**src/rtl/pri_request_latch.sv**
```systemverilog
// -----------------------------------------------------------------------------
// pri_request_latch
//
// Upstream companion to the 16-input priority encoder. Rising edges on the
// request lines are captured into sticky pending bits. The highest-index
// pending request that the mask allows is offered as a 4-bit index on a
// valid/ready handshake. A pending bit clears only when the consumer accepts
// its index, so no request is lost between detection and service.
//
// Ports:
//   clk           in   system clock, rising edge
//   reset_n       in   asynchronous active-low reset
//   req_in        in   [WIDTH]  request lines; a 0->1 transition is an event
//   mask          in   [WIDTH]  1 = line eligible for selection (all lines latch)
//   enable        in   1 = a new offer may start from IDLE
//   vec_out       out  [IDX_W]  offered request index
//   vec_valid     out  vec_out is valid
//   vec_ready     in   consumer accepts vec_out this cycle
//   pending_out   out  [WIDTH]  current pending register
//   overflow      out  sticky: an event arrived on a line that was already pending
//   overflow_clr  in   synchronous clear of overflow (a set in the same cycle wins)
//
// Build option:
//   PRI_REQUEST_LATCH_SYNC_EN  when defined, req_in passes through a 2-flop
//                              synchronizer before edge detection, which adds
//                              two cycles of latency (4 edges from req_in to
//                              vec_valid instead of 2).
// -----------------------------------------------------------------------------
module pri_request_latch #(
    parameter int WIDTH = 16,
    parameter int IDX_W = 4
) (
    input  logic             clk,
    input  logic             reset_n,
    input  logic [WIDTH-1:0] req_in,
    input  logic [WIDTH-1:0] mask,
    input  logic             enable,
    output logic [IDX_W-1:0] vec_out,
    output logic             vec_valid,
    input  logic             vec_ready,
    output logic [WIDTH-1:0] pending_out,
    output logic             overflow,
    input  logic             overflow_clr
);

    typedef enum logic {
        IDLE  = 1'b0,
        OFFER = 1'b1
    } state_e;

    state_e           state_q;
    logic [WIDTH-1:0] req_s;      // request lines as seen by the edge detector
    logic [WIDTH-1:0] req_q;
    logic [WIDTH-1:0] pending_q;
    logic [WIDTH-1:0] pending_d;
    logic             overflow_q;
    logic             overflow_d;
    logic [IDX_W-1:0] vec_out_q;
    logic             vec_valid_q;

    logic [WIDTH-1:0] rise;
    logic [WIDTH-1:0] clr_vec;
    logic [WIDTH-1:0] cand;
    logic [IDX_W-1:0] hi_idx;
    logic             accept;

`ifdef PRI_REQUEST_LATCH_SYNC_EN
    logic [WIDTH-1:0] sync1_q;
    logic [WIDTH-1:0] sync2_q;

    always_ff @(posedge clk or negedge reset_n) begin
        if (!reset_n) begin
            sync1_q <= '0;
            sync2_q <= '0;
        end else begin
            sync1_q <= req_in;
            sync2_q <= sync1_q;
        end
    end

    assign req_s = sync2_q;
`else
    assign req_s = req_in;
`endif

    always_comb begin
        // NOTE: every signal assigned in this block gets a default first, so no
        // path through the if/for leaves a value unassigned and a latch inferred.
        clr_vec = '0;
        hi_idx  = '0;

        accept = vec_valid_q && vec_ready;
        if (accept) begin
            clr_vec[vec_out_q] = 1'b1;
        end

        rise = req_s & ~req_q;
        cand = pending_q & mask;

        // Ascending scan: the last set bit seen is the highest index.
        for (int i = 0; i < WIDTH; i++) begin
            if (cand[i]) begin
                hi_idx = IDX_W'(i);
            end
        end

        // Set wins over clear: a new rise on the line just accepted re-arms it.
        pending_d  = (pending_q & ~clr_vec) | rise;
        overflow_d = (overflow_q & ~overflow_clr) | (|(rise & pending_q & ~clr_vec));
    end

    always_ff @(posedge clk or negedge reset_n) begin
        // NOTE: sequential state uses non-blocking assignments only, so every
        // register samples the pre-edge values regardless of statement order.
        if (!reset_n) begin
            state_q     <= IDLE;
            req_q       <= '0;
            pending_q   <= '0;
            overflow_q  <= 1'b0;
            vec_out_q   <= '0;
            vec_valid_q <= 1'b0;
        end else begin
            req_q      <= req_s;
            pending_q  <= pending_d;
            overflow_q <= overflow_d;

            unique case (state_q)
                IDLE: begin
                    if (enable && (cand != '0)) begin
                        vec_out_q   <= hi_idx;
                        vec_valid_q <= 1'b1;
                        state_q     <= OFFER;
                    end
                end
                OFFER: begin
                    // The offer is never retracted; only acceptance ends it.
                    if (vec_ready) begin
                        vec_valid_q <= 1'b0;
                        state_q     <= IDLE;
                    end
                end
                default: begin
                    state_q     <= IDLE;
                    vec_valid_q <= 1'b0;
                end
            endcase
        end
    end

    assign vec_out     = vec_out_q;
    assign vec_valid   = vec_valid_q;
    assign pending_out = pending_q;
    assign overflow    = overflow_q;

endmodule

```
**config.mk**
```make
export PLATFORM = sky130hd
export DESIGN_NAME = pri_request_latch
export DESIGN_NICKNAME = d
export VERILOG_FILES = /design/src/rtl/pri_request_latch.sv
export SDC_FILE = /design/constraint.sdc
export NUM_CORES = 1
export LEC_CHECK = 0
export BUFFER_PORTS_ARGS = -buffer_cell sky130_fd_sc_hd__buf_4
export CORE_MARGIN = 2
export CORE_UTILIZATION = 50
export CTS_BUF_LIST = sky130_fd_sc_hd__clkbuf_16
export DETAILED_ROUTE_END_ITERATION = 8
export PLACE_DENSITY = 0.84
export SKIP_CTS_REPAIR_TIMING = 1
export SYNTH_ARGS = -nofsm -noshare
export SYNTH_HDL_FRONTEND = slang
export SYNTH_SLANG_ARGS = --single-unit
```
**constraint.sdc**
```tcl
create_clock -name clk -period 5.7 [get_ports clk]
set_clock_uncertainty 0.2 [all_clocks]
set_input_delay 1.14 -clock clk [delete_from_list [all_inputs] [get_ports clk]]
set_output_delay 1.14 -clock clk [all_outputs]
set_load 0.02 [all_outputs]
```
=== After elaboration in Yosys (flattened, before gate mapping) ===
Cells that the tools add are included.
W data, S select, Z words.

* Add/subtract/negate cells: 0
* Multiply operators: 0
* Div/mod/pow operators: 0
* Order comparisons: 2
* Eq/ne operators: 2
* Shift operators: 0
* Mux-type cells: 24
* Bitwise operators: 12
* Reduce and logical (&&, ||, !) cells: 7

{| class="wikitable"
|+ Operators with widths
! operator !! count
|-
| $and A16 B16 Y16 || 5
|-
| $mux W4 || 13
|-
| $not A16 Y16 || 2
|-
| $mux W16 || 1
|-
| $or A16 B16 Y16 || 1
|-
| $reduce_bool A16 Y1 || 1
|-
| $reduce_or A16 Y1 || 1
|-
| $mux W1 || 6
|-
| $lt A4 B5 Y1 const B || 1
|-
| $demux W1 S4 || 1
|-
| $ge A4 B1 Y1 const B || 1
|-
| $ne A2 B2 Y1 const B || 2
|-
| $pmux W1 S2 || 2
|-
| $reduce_and A2 Y1 || 2
|-
| $logic_and A1 B1 Y1 || 3
|-
| $mux W2 || 1
|-
| $not A1 Y1 || 2
|-
| $and A1 B1 Y1 || 1
|-
| $or A1 B1 Y1 || 1
|}

* Register bits: 39
* Bits in latches: 0
* Bits in writable memories: 0
* ROM bits: 0
* Input port bits: 37
* Output and inout port bits: 22
* Word-level logic and storage cells: 53
* Memories: 0

=== Logic depth before layout (Yosys ltp) ===
* Depth in word-level cells: 16
* Gate-level depth with buffers: 6
* Mapped depth without buffers: 5

=== Least setup slack after synthesis ===
Ideal clock, no wire load.

* Path type: input -> register
* From: input vec_ready
* To: register overflow_q (netlist: overflow)
* Setup time: 138 ps
* Arrival: 2555 ps
* Required time: 5362 ps
* Setup slack: 2806 ps
* Stages: 6
* Path buffers: 1
* Path through: and4b_1 -> buf_6 -> nand3_4 -> a41o_1 -> or4_1 -> or4_1

* Cells in the longest elaborated chain, start to end: 6

{| class="wikitable"
|+ Ends and longest elaborated chain
! what !! RTL line !! source
|-
| start, declared || 40 || <nowiki>input logic vec_ready,</nowiki>
|-
| $logic_and A1 B1 Y1 || 92 || <nowiki>accept = vec_valid_q && vec_ready;</nowiki>
|-
| $mux W16 || 93 || <nowiki>if (accept) begin</nowiki>
|-
| $not A16 Y16 || 109 || <nowiki>overflow_d = (overflow_q & ~overflow_clr) | (|(rise & pending_q & ~clr_vec));</nowiki>
|-
| $and A16 B16 Y16 || 109 ||
|-
| $reduce_or A16 Y1 || 109 ||
|-
| $or A1 B1 Y1 || 109 ||
|-
| net overflow_d || 57 || <nowiki>logic overflow_d;</nowiki>
|-
| end signal, assigned || 125 || <nowiki>overflow_q <= overflow_d;</nowiki>
|-
| end, declared || 56 || <nowiki>logic overflow_q;</nowiki>
|}

The timed path passes the listed nets, and every way through them passes these cells.
A chain may end at the register's enable or synchronous reset.

=== Final worst setup path ===
Ends and elaborated chain as after synthesis.

==> flow_metrics.py <==
metrics = {
    "final_layout": {
        "final_nets": 275,
        "fin_area_mm2": 0.00245,
        "drive_gt1_frac": 0.293,
        "n_antenna_cell": 0,
        "area_growth_pct": 35.1,
    },
    "hold_path": {
        "min_path_cells": 1,
        "hold_path_class": "flip-flop to flip-flop",
    },
    "setup_path": {
        "path_delay_family": "simple AND/OR/NAND/NOR gates",
        "end_kind": "flip-flop",
        "arrival_ps": 2830,
        "cp_max_fo": 7,
        "timing_worst_setup_path_type": "input pin to flip-flop",
        "crit_path_top_delay_cell": "or4_1",
        "cp_cell_sequence": "buf_4 > and4b_1 > nand3_4 > a41o_1 > or4_1 > or4_1",
        "slowest_delay_ps": 460,
        "critPathLaunchType": "input pin",
        "path_common_cell": "or4_1",
        "worstRegToRegCells": 5,
        "cp.required_ps": 5660,
        "path_buf_inv": 1,
        "path_depth": 6,
    },
    "floorplanning": {
        "design.core.area_mm2": 0.00342,
        "die_h_um": 64.2,
        "dieArea_mm2": 0.00412,
        "die_w_um": 64.2,
        "pin_count": 59,
        "start_util": 0.531,
        "num_rows": 21,
    },
    "detailed_routing": {
        "ant_nets": 0,
        "wirelength_um": 4730,
        "drc": 0,
        "viasPerCell": 5.80,
        "drt-pass1-iter-count": 4,
        "first_iter_violations": 142,
        "vias": 1654,
        "wire_per_inst_um": 16.6,
    },
    "grt": {
        "grt_max_degree": 40,
        "grt_pass1_wl_um": 7680,
        "grt_usage": 0.248,
        "grt_pass1_vias": 1590,
        "grt_overflow_total": 0,
        "grt_antenna_before_repair": 0,
    },
    "cts": {
        "clock_path_buffers": 2,
        "path_clk_slew_ps": 60,
        "clock-sinks": 39,
        "cts_buffers": 5,
        "clk_latency_ps": 290,
        "cts_max_level": 2,
        "clockRootBuffer": "clkbuf_16",
        "cts_tree": "built",
    },
    "synthesis": {
        "synth_cell_types": 43,
        "synth_top_area_share": 0.538,
        "synth_commonest_cells": "dfrtp_1, nand2_1, o21ai_0",
        "ys_ff_latch": 39,
        "syn_nets": 214,
        "synth_edf_count": 0,
        "yosysWarnings": 0,
        "dominantRegCellSynth": "dfrtp_1",
        "synthTopCellsByArea": "dfrtp_1, nand2_1, o21ai_0",
        "synthArstFlopShare": 1.00,
        "syn-cell-area_mm2": 0.00181,
        "avgSynthCellArea_um2": 10.2,
        "synthCells": 177,
        "yosysMostFrequentCell": "dfrtp_1",
        "seq_area_frac_synth": 0.538,
        "yosys.area.top_type": "dfrtp_1",
    },
    "sta": {
        "grt_setup_unrepaired": "false",
        "worst_pin_slew_ps": 501,
        "fmax_ghz": 0.348,
        "slew_viol_final": 0,
        "hold_violations": 0,
        "relSlewSlack": 0.666,
        "finalCriticalPeriod_ps": 2870,
        "finalSetupViolations": 0,
        "worst_slack_ps": 2830,
        "setup_tns_ps": 0,
        "timing.final.crit_share": 0.504,
    },
    "pwr": {
        "ir_drop_mv": 0.220,
        "combPwrFrac": 0.284,
        "p_switching_mw": 0.356,
        "leakage_nw": 1.13,
        "total_power_mw": 1.02,
        "p_sw_frac": 0.349,
        "internal_power_mw": 0.663,
        "power_frac_clock": 0.318,
        "cellPowerDensity_mw_per_mm2": 416,
        "p_seq_frac": 0.398,
    },
    "status": {
        "status": "finished clean",
    },
    "place": {
        "place_area_mm2": 0.00228,
        "globalplace.congestion": 0.893,
        "hpwl_um": 3590,
        "pre_cts_ws_ps": 2540,
        "port-buffer-count": 58,
    },
    "flow_run": {
        "maxCapViolations": 0,
    },
}
[flip-flops by register name, indices dropped and copies added (netlist names)]
register	flops
vec_valid	1
state_q	1
pending_out	16
vec_out	4
overflow	1
req_q	16
[cell usage in the layout, fill, tap and decap left out, types with 2 or more instances in the layout]
master,synthesis,final
o21ai_0,15,15
or4_1,2,2
buf_4,0,58
nand2b_1,10,10
dfrtp_1,39,39
and4b_1,2,2
clkbuf_16,0,5
a22oi_1,6,6
a222oi_1,2,2
nand3b_1,6,6
and2b_1,2,2
inv_1,13,13
o31ai_1,2,2
nand2_1,28,28
o22ai_1,3,3
a32oi_1,3,3
nor2b_1,2,2
a21oi_1,7,7
a22o_1,4,4
nor2_1,4,4
nand4_1,2,2
[worst paths after layout]
check / start / end / slack (ps)
setup reg to reg: vec_out[3]$_DFFE_PN0P_ / overflow$_DFF_PN0_ / 3260
max in group asynchronous: reset_n / vec_out[1]$_DFFE_PN0P_ / 4350
min in group asynchronous: reset_n / req_q[4]$_DFF_PN0_ / 620
hold / removal: req_q[11]$_DFF_PN0_ / pending_out[11]$_DFF_PN0_ / 240
setup / recovery: vec_ready / overflow$_DFF_PN0_ / 2830
hold reg to reg: req_q[11]$_DFF_PN0_ / pending_out[11]$_DFF_PN0_ / 240
[per-layer routing]
| metal | global-route usage | wire length [µm] | vias to the layer above |
|---|---|---|---|
| met1 | 0.325 | 1970 | 813 |
| met4 | 0.104 | 91 | 0 |
| met2 | 0.406 | 2320 | 62 |
| li1 | - | - | 772 |
| met3 | 0.0458 | 342 | 7 |
| met5 | 0 | 0 | - |
[metrics by stage]
step	cells	hold slack, ps	utilization
global route	285	275	0.717
floorplan	177	215	-
CTS	285	245	0.717
detailed placement	277	232	0.667
global placement	277	221	0.667
finish	285	243	0.717
[worst register-to-register path, delay by kind of cell, from the launching register on]
kind	cells	cell delay, ps
compound gates	1	270
flops	1	450
simple gates	4	1410
[final cells by class]
cell class | count | area (µm²)
Clock buffer | 5 | 125
Tap cell | 46 | 57.6
Clock inverter | 3 | 46.3
Timing Repair Buffer | 58 | 435
Multi-Input combinational cell | 121 | 759
Sequential cell | 39 | 976
Fill cell | 273 | 967
Inverter | 13 | 48.8
[power by group through the flow]
| stage | Sequential, mW | Clock (mW) | Combinational [mW] |
|---|---|---|---|
| 2_1_floorplan | 0.416 | 0 | 0.150 |
| 3_3_place_gp | 0.407 | 0 | 0.284 |
| 3_5_place_dp | 0.406 | 0 | 0.287 |
| 4_1_cts | 0.403 | 0.325 | 0.290 |
| 5_1_grt | 0.413 | 0.338 | 0.315 |
| 6_report | 0.406 | 0.324 | 0.289 |
[kinds of logic after synthesis]
group,Yosys count,share of synthesized area
AO/OA/AOI/OAI,56,0.217
buffers and inverters,17,0.0428
flip-flops,39,0.538
multiplexers,1,0.00621
AND/OR/NAND/NOR,64,0.195
No activity file was read; power rests on OpenSTA's default activity.
